File: config.mk
export PLATFORM = sky130hd
export DESIGN_NAME = if_fetch
export DESIGN_NICKNAME = d
export VERILOG_FILES = /design/src/rtl/cpu_pkg.sv /design/src/rtl/if_fetch_buf.sv /design/src/rtl/if_fetch.sv
export SDC_FILE = /design/constraint.sdc
export NUM_CORES = 1
export LEC_CHECK = 0
export ABC_AREA = 1
export BUFFER_PORTS_ARGS = -buffer_cell sky130_fd_sc_hd__clkbuf_2
export CAP_MARGIN = 15
export CORE_MARGIN = 1.5
export CORE_UTILIZATION = 45
export CTS_CLUSTER_SIZE = 10
export DETAILED_ROUTE_END_ITERATION = 10
export PLACE_DENSITY = 0.65
export SYNTH_ARGS = -nofsm -noshare
export SYNTH_HDL_FRONTEND = slang
export SYNTH_HIERARCHICAL = 1
export SYNTH_SLANG_ARGS = --single-unit
File: constraint.sdc
create_clock -name clk -period 13.3 [get_ports clk]
set_clock_uncertainty 0.15 [all_clocks]
set_input_delay 2.66 -clock clk [delete_from_list [all_inputs] [get_ports clk]]
set_output_delay 2.66 -clock clk [all_outputs]
set_load 0.03 [all_outputs]
File: src/rtl/cpu_pkg.sv
// Shared definitions for the MIPS core front end: nop encoding, default reset PC,
// fetch FSM encodings and the fetch-buffer entry layout.
package cpu_pkg;

  localparam logic [31:0] NOP_INSTR        = 32'h0000_0000;
  localparam logic [31:0] DEFAULT_RESET_PC = 32'h0000_0000;

  localparam logic [1:0] S_IDLE = 2'd0;
  localparam logic [1:0] S_WAIT = 2'd1;
  localparam logic [1:0] S_DROP = 2'd2;

  typedef struct packed {
    logic [31:0] pc_plus4;
    logic [31:0] instr;
  } fetch_entry_t;

endpackage

File: src/rtl/if_fetch_buf.sv
// Two-entry fetch buffer holding {PC+4, instruction}; supports same-cycle push+pop
// and a flush that overrides both.
module if_fetch_buf
  import cpu_pkg::*;
(
  input  logic         clk,
  input  logic         rst,
  input  logic         i_push,
  input  logic         i_pop,
  input  logic         i_flush,
  input  fetch_entry_t i_data,
  output fetch_entry_t o_head,
  output logic [1:0]   o_count
);

  fetch_entry_t r_mem [2];
  logic         r_rd_ptr;
  logic         r_wr_ptr;
  logic [1:0]   r_count;
  logic         w_pop;

  assign w_pop   = i_pop && (r_count != 2'd0);
  assign o_head  = r_mem[r_rd_ptr];
  assign o_count = r_count;

  always_ff @(posedge clk or posedge rst) begin
    if (rst) begin
      r_rd_ptr <= 1'b0;
      r_wr_ptr <= 1'b0;
      r_count  <= 2'd0;
      for (int unsigned i = 0; i < 2; i++) r_mem[i] <= '0;
    end else if (i_flush) begin
      r_rd_ptr <= 1'b0;
      r_wr_ptr <= 1'b0;
      r_count  <= 2'd0;
    end else begin
      if (i_push) begin
        r_mem[r_wr_ptr] <= i_data;
        r_wr_ptr        <= ~r_wr_ptr;
      end
      if (w_pop) r_rd_ptr <= ~r_rd_ptr;
      r_count <= r_count + 2'(i_push) - 2'(w_pop);
    end
  end

endmodule

File: src/rtl/if_fetch.sv
// MIPS instruction-fetch stage: PC register, imem req/ready handshake, 2-deep fetch
// buffer and redirect handling. Optional counters enabled by `define IF_PERF_CNT_EN.
module if_fetch
  import cpu_pkg::*;
#(
  parameter logic [31:0] RESET_PC  = DEFAULT_RESET_PC,
  parameter int          BUF_DEPTH = 2
) (
  input  logic        clk,
  input  logic        rst,
  input  logic        stall,
  input  logic        redirect,
  input  logic [31:0] redirect_pc,
  output logic        imem_req,
  output logic [31:0] imem_addr,
  input  logic        imem_ready,
  input  logic [31:0] imem_rdata,
  output logic [31:0] PC_if,
  output logic [31:0] Instruction_if,
  output logic        if_valid
`ifdef IF_PERF_CNT_EN
  ,
  output logic [31:0] perf_fetch_cnt,
  output logic [31:0] perf_bubble_cnt
`endif
);

  if (BUF_DEPTH != 2) begin : g_bad_depth
    $error("if_fetch: BUF_DEPTH must be 2");
  end

  logic [1:0]   r_state;
  logic [1:0]   w_state_next;
  logic [31:0]  r_pc;
  logic [31:0]  r_addr;
  logic [31:0]  w_pc_next;
  logic [31:0]  w_redirect_tgt;
  logic         w_xfer;
  logic         w_push;
  logic         w_pop;
  logic         w_issue_ok;
  logic         w_load_addr;
  logic [1:0]   w_count;
  logic [1:0]   w_count_next;
  fetch_entry_t w_head;

  if_fetch_buf u_buf (
    .clk     (clk),
    .rst     (rst),
    .i_push  (w_push),
    .i_pop   (w_pop),
    .i_flush (redirect),
    .i_data  ('{pc_plus4: r_pc + 32'd4, instr: imem_rdata}),
    .o_head  (w_head),
    .o_count (w_count)
  );

  assign w_redirect_tgt = redirect_pc & 32'hFFFF_FFFC;
  assign imem_req       = (r_state != S_IDLE);
  assign imem_addr      = r_addr;
  assign w_xfer         = imem_req & imem_ready;
  assign w_push         = w_xfer & (r_state == S_WAIT) & ~redirect;
  assign if_valid       = (w_count != 2'd0);
  assign w_pop          = if_valid & ~stall & ~redirect;
  assign w_count_next   = redirect ? 2'd0 : (w_count + 2'(w_push) - 2'(w_pop));
  assign w_issue_ok     = (w_count_next < 2'd2);

  assign PC_if          = if_valid ? w_head.pc_plus4 : '0;
  assign Instruction_if = if_valid ? w_head.instr : NOP_INSTR;

  always_comb begin
    w_pc_next = r_pc;
    if (redirect)    w_pc_next = w_redirect_tgt;
    else if (w_push) w_pc_next = r_pc + 32'd4;
  end

  always_comb begin
    w_state_next = r_state;
    case (r_state)
      S_IDLE: if (w_issue_ok) w_state_next = S_WAIT;
      S_WAIT: begin
        if (w_xfer)        w_state_next = w_issue_ok ? S_WAIT : S_IDLE;
        else if (redirect) w_state_next = S_DROP;
      end
      S_DROP: if (w_xfer) w_state_next = S_WAIT;
      default: w_state_next = S_IDLE;
    endcase
  end

  // The request address is latched only when a new request starts, so it stays
  // on the old target in S_DROP while pc_q already follows the redirect.
  assign w_load_addr = (w_state_next == S_WAIT) && ((r_state == S_IDLE) || w_xfer);

  always_ff @(posedge clk or posedge rst) begin
    if (rst) begin
      r_state <= S_IDLE;
      r_pc    <= RESET_PC;
      r_addr  <= RESET_PC;
    end else begin
      r_state <= w_state_next;
      r_pc    <= w_pc_next;
      if (w_load_addr) r_addr <= w_pc_next;
    end
  end

`ifdef IF_PERF_CNT_EN
  always_ff @(posedge clk or posedge rst) begin
    if (rst) begin
      perf_fetch_cnt  <= '0;
      perf_bubble_cnt <= '0;
    end else begin
      if (w_push)               perf_fetch_cnt  <= perf_fetch_cnt + 32'd1;
      if (!if_valid && !stall)  perf_bubble_cnt <= perf_bubble_cnt + 32'd1;
    end
  end
`endif

endmodule

Word level (Yosys, flattened, before mapping)
Index checks and enable logic that the tools add are counted.

Add/subtract/negate cells: 4. Multipliers: 0. Div/mod/pow operators: 0. $lt $le $gt $ge: 4. Eq/ne operators: 3. Shift operators: 0. Muxes and demuxes: 22. Bitwise logic cells: 11. Reductions and logical operators: 10.

Operators with widths (count): $mux W64 (4); $bwmux W128 (1); $mux W32 (4); $demux W64 S1 (1); $add A32 B3 Y32 const B (1); $mux W2 (6); $reduce_bool A2 Y1 (4); $pmux W2 S3 (1); $and A1 B1 Y1 (5); $mux W1 (5); $eq A2 B1 Y1 const B (2); $ge A2 B2 Y1 const B (2); $not A1 Y1 (4); $not A1 Y2 (2); $sub A2 B1 Y2 (2); $logic_and A1 B1 Y1 (3); $add A2 B1 Y2 (1); $eq A2 B2 Y1 const B (1); $logic_not A2 Y1 (1); $lt A2 B1 Y1 const B (1); $lt A2 B2 Y1 const B (1); $reduce_and A2 Y1 (1); $logic_or A1 B1 Y1 (1).

Register bits after elaboration: 198. Bits in latches: 0. RAM bits: 0. Memory bits (read-only): 0. Input bits: 69. Output and inout bits: 98. Logic and storage cells: 64. Memories: 0.

Logic depth before layout (Yosys ltp)
Word-level depth: 13. Mapped depth: 16. Gate-level depth less buffers: 14.

Modules after synthesis
Netlist, hierarchy kept.

Modules (own cells, without submodules): if_fetch_buf (times used 1, cells an instance 714, area an instance 6328.6 um^2, seq. area each 3303.2 um^2); if_fetch (times used 1, cells an instance 710, area an instance 4416.7 um^2, seq. area each 1651.6 um^2).

Worst setup path after synthesis
OpenSTA, ideal clock, no wires.

Kind: input-to-reg. Start: input redirect. End: register r_addr[29], in the netlist imem_addr[29]. Library setup time: 118 ps. Data arrival time: 4380 ps. Required time: 13032 ps. Setup slack: 8651 ps. Stages on the path: 15. Path buffers: 3. Cell sequence: clkbuf_1 > buf_1 > nor3_1 > ha_1 > inv_1 > nand2_1 > nand2_1 > nand3_1 > nand4_1 > nand2_1 > nand2_2 > nand2_2 > buf_4 > nand2_1 > nand2_1.

Elaborated cells between the ends (all ways): 16. Classes of those cells: add/sub: 2; order compare: 1; eq/ne: 1; mux: 8; bitwise: 3; reduce/logical: 1.

RTL lines: start: declaration (RTL line if_fetch.sv:12) `input logic redirect,`; $not A1 Y1 (no source line) *; $and A1 B1 Y1 * (RTL line if_fetch.sv:64) `assign w_pop = if_valid & ~stall & ~redirect;`; via w_pop (RTL line if_fetch.sv:40) `logic w_pop;`; $sub A2 B1 Y2 * (RTL line if_fetch.sv:65) `assign w_count_next = redirect ? 2'd0 : (w_count + 2'(w_push) - 2'(w_pop));`; $mux W2 * (RTL line if_fetch.sv:65); $lt A2 B2 Y1 * (RTL line if_fetch.sv:66) `assign w_issue_ok = (w_count_next < 2'd2);`; $mux W1 (RTL line if_fetch.sv:82) `if (w_xfer) w_state_next = w_issue_ok ? S_WAIT : S_IDLE;`; $mux W2 (RTL line if_fetch.sv:82); $pmux W2 S3 * (RTL line if_fetch.sv:79) `case (r_state)`; $eq A2 B1 Y1 * (RTL line if_fetch.sv:92) `assign w_load_addr = (w_state_next == S_WAIT) && ((r_state == S_IDLE) || w_xfer);`; $logic_and A1 B1 Y1 * (RTL line if_fetch.sv:92); end signal: assignment (RTL line if_fetch.sv:102) `if (w_load_addr) r_addr <= w_pc_next;`; end: declaration (RTL line if_fetch.sv:35) `logic [31:0] r_addr;`.

The timed path passes the listed nets; every way through them passes the cells marked *. A chain may end at the register's enable or synchronous reset.

==> impl_metrics.env <==
export IMPL_synthCells=1424
export IMPL_vias_per_cell=4.68
export IMPL_cts_sinks=198
export IMPL_hold_worst_slack_ps=329
export IMPL_hold_viol=0
export IMPL_critPathArrivalTime_ps=2830
export IMPL_ctsRootBufferMaster="clkbuf_16"
export IMPL_irDropWorstVdd_mv=0.186
export IMPL_slew_headroom_pct=25.9
export IMPL_path_class="reg -> out"
export IMPL_avgSynthCellArea_um2=7.55
export IMPL_slew_viol_final=0
export IMPL_tritoncts="yes"
export IMPL_yosysMostFrequentCell="nand2_1"
export IMPL_muxShareOfSynthArea_pct=0
export IMPL_yosys_most_used_dff="dfrtp_1"
export IMPL_power_density_nw_per_um2=198
export IMPL_cts_path_max_buffers=2
export IMPL_dp_cells=1847
export IMPL_max_freq_ghz=0.177
export IMPL_grt_ovfl_total=0
export IMPL_ant_nets=0
export IMPL_path_buf_inv=5
export IMPL_cp_required_ps=10490
export IMPL_grt_usage_pct=20.7
export IMPL_crit_family="buffers and inverters"
export IMPL_dr_total_vias=8799
export IMPL_drt_pass1_iter_count=6
export IMPL_yosysTopAreaCellShare_pct=46.1
export IMPL_holdBufCountCts=0
export IMPL_grt_pass1_wl_um=40600
export IMPL_io_buffers=164
export IMPL_rsz0062_at_grt="false"
export IMPL_cap_violations=0
export IMPL_critPathCaptureType="output pin"
export IMPL_fin_cells=1879
export IMPL_synth_top_cells_by_count="nand2_1, dfrtp_1, inv_1, nor2_1, o21ai_2"
export IMPL_synthArstFlopShare_pct=100
export IMPL_synth_adder_area_share_pct=0.466
export IMPL_post_cts_setup_buffers=0
export IMPL_fill_cells=2413
export IMPL_synth_compound_area_share_pct=11.5
export IMPL_drc=0
export IMPL_crit_path_max_fanout=66
export IMPL_io_pins=167
export IMPL_grt_pass1_vias=8049
export IMPL_fin_nets=1620
export IMPL_setup_viol=0
export IMPL_synth_top_family_by_area="simple AND/OR/NAND/NOR gates"
export IMPL_worst_pin_slew_ps=1110
export IMPL_path_clk_slew_ps=80
export IMPL_period_share_pct=42.4
export IMPL_utilization_pct=51.7
export IMPL_die_x_um=158
export IMPL_multiInputGateArea_um2=4580
export IMPL_die_height_um=158
export IMPL_numCtsBuffers=17
export IMPL_path_cells="buf_4 > inv_2 > buf_4 > nand2_1 > nand2_1 > inv_1 > nor2_1 > clkbuf_2"
export IMPL_ys_warn_count=6
export IMPL_drive_gt1_share_pct=22.1
export IMPL_place_gp_congestion=0.836
export IMPL_cpPeakStageDelay_ps=530
export IMPL_ys_seq_area_share_pct=46.1
export IMPL_synth_edff_count=0
export IMPL_cts_resized=0
export IMPL_startpoint_type="flip-flop"
export IMPL_cp_slowest_cell="buf_4"
export IMPL_core_area_um2=23500
export IMPL_antenna_found_initial=0
export IMPL_cts_max_level=4
export IMPL_antenna_cells=0
export IMPL_tns_ps=0
export IMPL_grt_max_degree=85
export IMPL_avgRoutedWirePerCell_um=13.2
export IMPL_dp_hpwl_um=16900
export IMPL_status="finished, final reports clean"
export IMPL_row_count=56
export IMPL_area_growth_syn_to_layout_pct=12.9
export IMPL_ys_seq_elements=198
export IMPL_period_needed_ps=5640
export IMPL_dieArea_um2=24800
export IMPL_synth_xor_area_share_pct=1.12
export IMPL_clk_latency_ps=430
export IMPL_syn_area_um2=10700
export IMPL_hp_class="reg -> reg"
export IMPL_synth_simple_gate_area_share_pct=29.4
export IMPL_syn_nets=1497
export IMPL_p_leak_nw=6.70
export IMPL_drtIter0Drc=603
export IMPL_initial_core_util_pct=45.8
export IMPL_regArea_um2=4960
export IMPL_synth_cell_types=33
export IMPL_synth_area_leaders="dfrtp_1, nand2_1, o21ai_2"
export IMPL_routed_wirelength_um=24800
export IMPL_yosys_area_top_type="dfrtp_1"
## cells in the final DEF (no fill, tap or decap), types with 3 or more instances in the layout
master	n
nand2_1	572
dfrtp_1	197
inv_1	186
clkbuf_2	164
nor2_1	113
o21ai_2	111
nand3_1	73
o21ai_0	27
clkbuf_16	17
buf_4	11
a21oi_1	10
o21ai_1	8
nand2_2	6
nand4_1	6
xor2_1	6
nor2_2	6
inv_6	6
nor2_4	5
xnor2_1	4
ha_1	4
inv_2	3
clkinv_8	3
## sequential cells by signal (all words and copies together), names as in the netlist
register        count
u_buf/r_wr_ptr      1
r_pc               32
u_buf/o_count       2
u_buf/r_mem       128
u_buf/r_rd_ptr      1
imem_addr          32
r_state             2
## report_power, final
part | switching [mW] | internal (mW)
registers | 0.137 | 0.842
clock network | 0.251 | 0.254
logic | 0.613 | 0.305
total | 1.00 | 1.40
## worst register-to-register path, cell delays in order, from the launching register on
cell and delay [ps]:
dfrtp_1 450, nor2_4 110, buf_4 560, nor3_1 190, ha_1 260, inv_1 50
nand2_1 40, nand2_1 100, nand3_1 170, nand4_1 140, nand2_1 70, nand2_2 450
nand2_2 530, nand2_1 180, nand2_1 80
## layout make-up
class | instances | share of cell area, %
inverter | 190 | 5.90
tap | 319 | 3.29
sequential | 198 | 40.8
multi-input combinational | 965 | 37.8
timing repair buffer | 175 | 7.45
clock buffer | 18 | 3.62
clock inverter | 14 | 1.14
## cell families (layout without fill, tap and decap cells)
kind of cell | Yosys count | after routing
AOI/OAI and AO/OA | 161 | 161
xor gates and xnor gates | 12 | 12
adders and majority gates | 4 | 4
buffers and inverters | 261 | 397
DFF | 198 | 198
and+or+nand+nor | 788 | 788
## metal layers
metal / vias to the layer above / global-route usage (%) / wire length (um)
met3: 13 / 3.72 / 892
met2: 188 / 33.9 / 11300
met1: 4014 / 29.0 / 12400
met5: - / 0 / 0
li1: 4584 / - / -
met4: 0 / 3.59 / 159
## per-stage QoR
step | power, mW | setup slack, ps | area [um2]
finish | 2.40 | 7660 | 12100
global route | 2.60 | 7460 | 12100
CTS | 2.43 | 7630 | 12100
detailed placement | 1.91 | 7450 | 11600
global placement | 1.89 | 7490 | 11600
floorplan | 1.70 | 6960 | 10700
## path summary, 6_finish.rpt
kind                                                 start                          end  slack (ps)  cells after the start
worst min register to register   imem_addr[10]$_DFFE_PP0P_    imem_addr[10]$_DFFE_PP0P_         330                      2
worst min-delay path             imem_addr[10]$_DFFE_PP0P_    imem_addr[10]$_DFFE_PP0P_         330                      2
worst max register to register  u_buf/o_count[1]$_DFF_PP0_    imem_addr[31]$_DFFE_PP0P_        9690                     14
max in group asynchronous                              rst   u_buf/r_rd_ptr$_DFFE_PP0P_        9360                      3
worst max-delay path            u_buf/r_rd_ptr$_DFFE_PP0P_           Instruction_if[31]        7660                      8
min in group asynchronous                              rst  u_buf/r_mem[37]$_DFFE_PP0P_        2330                      2
Note: power is estimated with default switching activity, not from simulation.
